`config.mk`:
```
export PLATFORM = sky130hd
export DESIGN_NAME = icache_ctrl_p
export DESIGN_NICKNAME = d
export VERILOG_FILES = /design/src/rtl/icache_pkg.sv /design/src/rtl/icache_refill_cnt.sv /design/src/rtl/icache_ctrl_p.sv
export SDC_FILE = /design/constraint.sdc
export NUM_CORES = 1
export LEC_CHECK = 0
export CAP_MARGIN = 20
export CORE_MARGIN = 3
export CORE_UTILIZATION = 33
export CTS_BUF_LIST = sky130_fd_sc_hd__clkbuf_16
export DETAILED_ROUTE_END_ITERATION = 8
export GPL_ROUTABILITY_DRIVEN = 0
export GPL_TIMING_DRIVEN = 0
export PLACE_DENSITY = 0.84
export RECOVER_POWER = 50
export SLEW_MARGIN = 10
export SYNTH_ARGS = -nofsm -noshare
export SYNTH_HDL_FRONTEND = slang
export SYNTH_SLANG_ARGS = --single-unit
export TNS_END_PERCENT = 20
```
`constraint.sdc`:
```
create_clock -name clk -period 5.4 [get_ports clk]
set_clock_uncertainty 0.2 [all_clocks]
set_input_delay 1.35 -clock clk [delete_from_list [all_inputs] [get_ports clk]]
set_output_delay 1.35 -clock clk [all_outputs]
set_load 0.005 [all_outputs]
```
`src/rtl/icache_pkg.sv`:
```
// Shared types and address-field helpers for the instruction-cache controller.
package icache_pkg;

  typedef enum logic [2:0] {
    S_IDLE,
    S_LOOKUP,
    S_COMPARE,
    S_REFILL,
    S_RESPOND,
    S_FLUSH
  } state_t;

  function automatic int clog2i(input int n);
    int r = 0;
    while ((1 << r) < n) r++;
    return r;
  endfunction

  localparam int DEF_WORDS = 4;
  localparam int DEF_SETS  = 64;
  localparam int OW = clog2i(DEF_WORDS);
  localparam int IW = clog2i(DEF_SETS);

  // Word-in-line field: addr[ow+1:2]
  function automatic logic [31:0] word_of(input logic [31:0] a, input int ow);
    return (a >> 2) & ((32'd1 << ow) - 32'd1);
  endfunction

  // Line index field: addr[iw+ow+1:ow+2]
  function automatic logic [31:0] index_of(input logic [31:0] a, input int ow, input int iw);
    return (a >> (ow + 2)) & ((32'd1 << iw) - 32'd1);
  endfunction

endpackage

```
`src/rtl/icache_refill_cnt.sv`:
```
// Refill beat counter: latches the critical (start) word and walks the line with natural OW-bit wrap.
module icache_refill_cnt #(
  parameter  int WORDS = 4,
  localparam int OW    = $clog2(WORDS)
) (
  input  logic          clk,
  input  logic          rst,
  input  logic          start,
  input  logic [OW-1:0] start_word,
  input  logic          beat,
  output logic [OW-1:0] word,
  output logic          last
);

  logic [OW-1:0] cnt;
  logic [OW-1:0] start_q;

  always_ff @(posedge clk or posedge rst) begin
    if (rst)        cnt <= '0;
    else if (start) cnt <= '0;
    else if (beat)  cnt <= cnt + 1'b1;
  end

  always_ff @(posedge clk) begin
    if (start) start_q <= start_word;
  end

  assign word = start_q + cnt;
  assign last = (cnt == OW'(WORDS - 1));

endmodule

```
`src/rtl/icache_ctrl_p.sv`:
```
// Parametrised I-cache controller with critical-word-first refill and flush walker.
// Performance counters are built only when ICACHE_PERF_EN is defined.
module icache_ctrl_p
  import icache_pkg::*;
#(
  parameter  int AW     = 32,
  parameter  int WORDS  = 4,
  parameter  int SETS   = 64,
  parameter  int PERF_W = 32,
  localparam int OW     = clog2i(WORDS),
  localparam int IW     = clog2i(SETS)
) (
  input  logic              clk,
  input  logic              rst,
  input  logic [AW-1:0]     addr,
  input  logic              req,
  input  logic              hit,
  input  logic              flush,
  input  logic              mem_ready,
  input  logic              mem_hold,
  output logic              tag_cs,
  output logic              tag_oe,
  output logic              tag_web,
  output logic [IW-1:0]     tag_idx,
  output logic              tag_vld_wr,
  output logic [WORDS-1:0]  data_cs,
  output logic              data_oe,
  output logic [WORDS-1:0]  data_web,
  output logic              stall,
  output logic              instr_valid,
  output logic              mem_req,
  output logic [AW-1:0]     mem_addr,
  output logic              flush_busy,
  output logic [PERF_W-1:0] hit_cnt,
  output logic [PERF_W-1:0] miss_cnt
);

  state_t        state, state_nx;
  logic          flush_pend;
  logic [IW-1:0] fidx;
  logic [OW-1:0] word;
  logic [IW-1:0] idx;
  logic [OW-1:0] beat_word;
  logic          last_beat;
  logic          beat_ok;
  logic          refill_start;

  function automatic logic [WORDS-1:0] onehot(input logic [OW-1:0] w);
    logic [WORDS-1:0] v;
    v    = '0;
    v[w] = 1'b1;
    return v;
  endfunction

  assign word         = OW'(word_of(32'(addr), OW));
  assign idx          = IW'(index_of(32'(addr), OW, IW));
  assign beat_ok      = (state == S_REFILL) && mem_ready && !mem_hold;
  assign refill_start = (state == S_COMPARE) && !hit;

  icache_refill_cnt #(.WORDS(WORDS)) u_refill_cnt (
    .clk        (clk),
    .rst        (rst),
    .start      (refill_start),
    .start_word (word),
    .beat       (beat_ok),
    .word       (beat_word),
    .last       (last_beat)
  );

  always_ff @(posedge clk or posedge rst) begin
    if (rst) state <= S_IDLE;
    else     state <= state_nx;
  end

  // A flush that lands mid-access is remembered and serviced from IDLE
  always_ff @(posedge clk or posedge rst) begin
    if (rst)
      flush_pend <= 1'b0;
    else if (state == S_FLUSH && fidx == IW'(SETS - 1))
      flush_pend <= 1'b0;
    else if (flush && state != S_IDLE && state != S_FLUSH)
      flush_pend <= 1'b1;
  end

  always_ff @(posedge clk or posedge rst) begin
    if (rst)                  fidx <= '0;
    else if (state == S_FLUSH) fidx <= fidx + 1'b1;
    else                      fidx <= '0;
  end

  always_comb begin
    state_nx = state;
    unique case (state)
      S_IDLE:    if (flush || flush_pend) state_nx = S_FLUSH;
                 else if (req)            state_nx = S_LOOKUP;
      S_LOOKUP:  state_nx = S_COMPARE;
      S_COMPARE: state_nx = hit ? S_RESPOND : S_REFILL;
      S_REFILL:  if (beat_ok && last_beat) state_nx = S_RESPOND;
      S_RESPOND: state_nx = S_IDLE;
      S_FLUSH:   if (fidx == IW'(SETS - 1)) state_nx = S_IDLE;
      default:   state_nx = S_IDLE;
    endcase
  end

  always_comb begin
    tag_cs      = 1'b0;
    tag_oe      = 1'b0;
    tag_web     = 1'b1;
    tag_idx     = '0;
    tag_vld_wr  = 1'b0;
    data_cs     = '0;
    data_oe     = 1'b0;
    data_web    = '1;
    stall       = 1'b0;
    instr_valid = 1'b0;
    mem_req     = 1'b0;
    mem_addr    = '0;
    flush_busy  = 1'b0;
    unique case (state)
      S_IDLE:    stall = req && !rst;
      S_LOOKUP: begin
        tag_cs  = 1'b1;
        tag_oe  = 1'b1;
        tag_idx = idx;
        stall   = 1'b1;
      end
      S_COMPARE: stall = 1'b1;
      S_REFILL: begin
        stall    = 1'b1;
        mem_req  = 1'b1;
        mem_addr = {addr[AW-1:OW+2], beat_word, 2'b00};
        data_cs  = onehot(beat_word);
        if (beat_ok) data_web = ~onehot(beat_word);
        // Tag becomes valid only with the final beat, so an aborted refill leaves the line invalid
        if (beat_ok && last_beat) begin
          tag_cs     = 1'b1;
          tag_web    = 1'b0;
          tag_vld_wr = 1'b1;
          tag_idx    = idx;
        end
      end
      S_RESPOND: begin
        data_cs     = onehot(word);
        data_oe     = 1'b1;
        instr_valid = 1'b1;
      end
      S_FLUSH: begin
        tag_cs     = 1'b1;
        tag_web    = 1'b0;
        tag_idx    = fidx;
        flush_busy = 1'b1;
        stall      = req;
      end
      default: ;
    endcase
  end

`ifdef ICACHE_PERF_EN
  logic [PERF_W-1:0] hit_q, miss_q;

  function automatic logic [PERF_W-1:0] sat_inc(input logic [PERF_W-1:0] v);
    return (&v) ? v : v + 1'b1;
  endfunction

  always_ff @(posedge clk or posedge rst) begin
    if (rst) begin
      hit_q  <= '0;
      miss_q <= '0;
    end else if (state == S_COMPARE) begin
      if (hit) hit_q  <= sat_inc(hit_q);
      else     miss_q <= sat_inc(miss_q);
    end
  end

  assign hit_cnt  = hit_q;
  assign miss_cnt = miss_q;
`else
  assign hit_cnt  = '0;
  assign miss_cnt = '0;
`endif

endmodule
```
==> results of run 1 <==
## stage by stage
stage               instances  setup WS, ns  utilization, %  cell area [sq um]
finish                    423         0.503            63.7               2890
detailed placement        419         0.564            62.6               2840
global placement          419         0.552            62.6               2840
CTS                       423         0.551            64.3               2920
global route              423         0.404            63.7               2890
floorplan                 265          1.78               -               1860
## cell families after synthesis
kind of cell	after synthesis	synth area share (%)
buf+inv	79	34.4
simple gates	69	26.2
compound gates	29	11.9
flops	14	22.2
xor+xnor	5	2.70
fa+ha+maj	3	2.32
other cells	1	0.231
## flip-flops by register name, indices dropped and copies added (netlist names)
name                  count
fidx                      6
flush_pend                1
state                     3
u_refill_cnt.cnt          2
u_refill_cnt.start_q      2
## final cells by class
cell class | instances | area [sq um]
plain buffers | 73 | 532
clock buffers | 3 | 75.1
clock inverters | 1 | 3.75
fillers | 404 | 1650
inverters | 6 | 22.5
multi-input cells | 172 | 923
flip-flops and latches | 14 | 360
well taps | 65 | 81.3
repair buffers | 89 | 891
## synthesized netlist by cell type, types with 2 or more instances
cell type | n | share of area (%)
or3_1 | 3 | 1.2
o21ai_0 | 8 | 2.5
dfrtp_1 | 12 | 19
nand3b_1 | 2 | 0.93
inv_1 | 5 | 1.2
nand2b_1 | 3 | 1.2
xnor2_1 | 2 | 1.1
nor2_1 | 13 | 3.0
buf_4 | 69 | 32
a22o_1 | 8 | 4.3
ha_1 | 3 | 2.3
edfxtp_1 | 2 | 3.7
nand4b_1 | 2 | 1.1
nand3b_2 | 2 | 1.4
a31oi_1 | 2 | 0.77
and2_1 | 32 | 12
clkbuf_1 | 2 | 0.46
nand3_1 | 4 | 1.2
nand2_1 | 3 | 0.69
a21oi_1 | 6 | 1.9
xor2_1 | 3 | 1.6
## worst max path at each step
stage	start	endpoint	slack (ns)	cells past startpoint
floorplan	mem_hold	tag_idx[0]	1.78	3
global placement	mem_ready	tag_idx[5]	0.55	5
detailed placement	mem_ready	tag_idx[5]	0.56	5
CTS	mem_ready	tag_idx[5]	0.55	5
global route	mem_ready	tag_idx[5]	0.40	5
finish	mem_ready	tag_idx[5]	0.50	5
## metal layers
layer | track usage, % | vias up
met5 | 0 | -
met3 | 4.73 | 6
met1 | 17.5 | 748
met4 | 3.80 | 0
li1 | - | 850
met2 | 29.5 | 73
## critical path: stages
cell             delay [ns]
dlygate4sd3_1          0.58
nand3b_1               0.19
a21oi_1                0.50
a22o_1                 0.20
clkdlybuf4s50_1        0.52
## power breakdown
group          switching, mW  internal, mW
registers             0.0214         0.131
clock network         0.0431        0.0979
logic                  0.202         0.264
==> results_dict.tcl, run 1 <==
set metrics [dict create \
    outcome "finished, final reports clean" \
    area.growth.synth_to_final_pct 78.3 \
    ys_warn_count 0 \
    hold_viol 0 \
    grt-ovfl-total 0 \
    wl_per_cell_um 11.3 \
    ios 158 \
    fin_hold_ws_ns 0.314 \
    clk_path_buf_depth 2 \
    met1Wirelength_um 1790 \
    drt-pass1-iter-count 4 \
    dpl.hpwl_um 4050 \
    relSlewSlack_pct 37.2 \
    clk_latency_ns 0.25 \
    maxUsedRoutingLayer "met4" \
    cp.arrival_ns 3.35 \
    synth_edf_count 2 \
    dieWidth_um 76.1 \
    met3_length_um 395 \
    cts_made_buffers 3 \
    die_y_um 76.1 \
    fin_tns_setup_ns 0 \
    cts_resized 0 \
    max_freq_mhz 204 \
    hold_path.class "register to register" \
    core_area_sq_mm 0.00453 \
    antenna_cells 0 \
    r2r-start "state[0]" \
    path_class "input pin to primary output" \
    synth_seq_area_share_pct 22.2 \
    wl_met2_um 2520 \
    drt_iter0_markers 48 \
    ant_nets 0 \
    grt_pass1_vias 1543 \
    grt_usage_pct 15.8 \
    clkTransAtPathRegs_ns 0.04 \
    avgViaCountPerCell 3.96 \
    syn_inst 200 \
    initial_core_util_pct 35.7 \
    worst_ir_drop_vdd_v 0.000198 \
    postCtsSetupBuffers 0 \
    antenna_found_initial 0 \
    syn_area_sq_mm 0.00162 \
    layout_common_cells "72 x clkdlybuf4s50_1, 68 x buf_4, 66 x conb_1, 31 x and2_1, 17 x dlygate4sd3_1" \
    tritoncts "built" \
    synth-seq-cells 14 \
    async_reset_ff_share_pct 85.7 \
    power_mw 0.759 \
    critPathLaunchType "input pin" \
    htree_levels 1 \
    cts.sinks 14 \
    drv_slew 0 \
    cp_data_required_time_ns 3.85 \
    synth_cell_types 35 \
    hold_depth 1 \
    period_needed_ns 4.90 \
    finalSetupViolations 0 \
    cts_root_buffer "clkbuf_16" \
    holdBufCountCts 0 \
    nets 401 \
    synth-main-ff-cell "dfrtp_1" \
    r2r_cells 4 \
    drive_above_1_share_pct 20.4 \
    num_rows 24 \
    fin_crit_sh_pct 90.7 \
    portBuffers 89 \
    grt_max_degree 14 \
    drc 0 \
    avgSynthCellArea_sq_um 8.10 \
    wl_um 4770 \
    grt_pass1_wl_um 7510 \
    p_leak_nw 1.45 \
    worstSetupEndpointType "primary output" \
    dr_total_vias 1677 \
    max_cap_violations 0 \
    min_from "fidx[0]" \
    final_common_cell "clkdlybuf4s50_1" \
    die_area_sq_mm 0.00579 \
    rr_endpoint "state[0]" \
    power_density_mw_per_mm2 263 \
    r2r_slack_ns 3.39 \
    crit_fanout 6 \
    worst_hold_path.endpoint "fidx[0]" \
    worst_pin_slew_ns 0.929 \
    grt_setup_unrepaired "no" \
]
No activity file was read; power rests on OpenSTA's default activity.
==> run 2: changes to the inputs <==
--- a/config.mk
+++ b/config.mk
@@ -5,10 +5,12 @@
 export SDC_FILE = /design/constraint.sdc
 export NUM_CORES = 1
 export LEC_CHECK = 0
+export ABC_AREA = 0
 export CAP_MARGIN = 20
 export CORE_MARGIN = 3
 export CORE_UTILIZATION = 33
 export CTS_BUF_LIST = sky130_fd_sc_hd__clkbuf_16
+export CTS_CLUSTER_SIZE = 12
 export DETAILED_ROUTE_END_ITERATION = 8
 export GPL_ROUTABILITY_DRIVEN = 0
 export GPL_TIMING_DRIVEN = 0
==> results of run 2 <==
No change in the layout: final DEF, timing and power equal those of run 1.
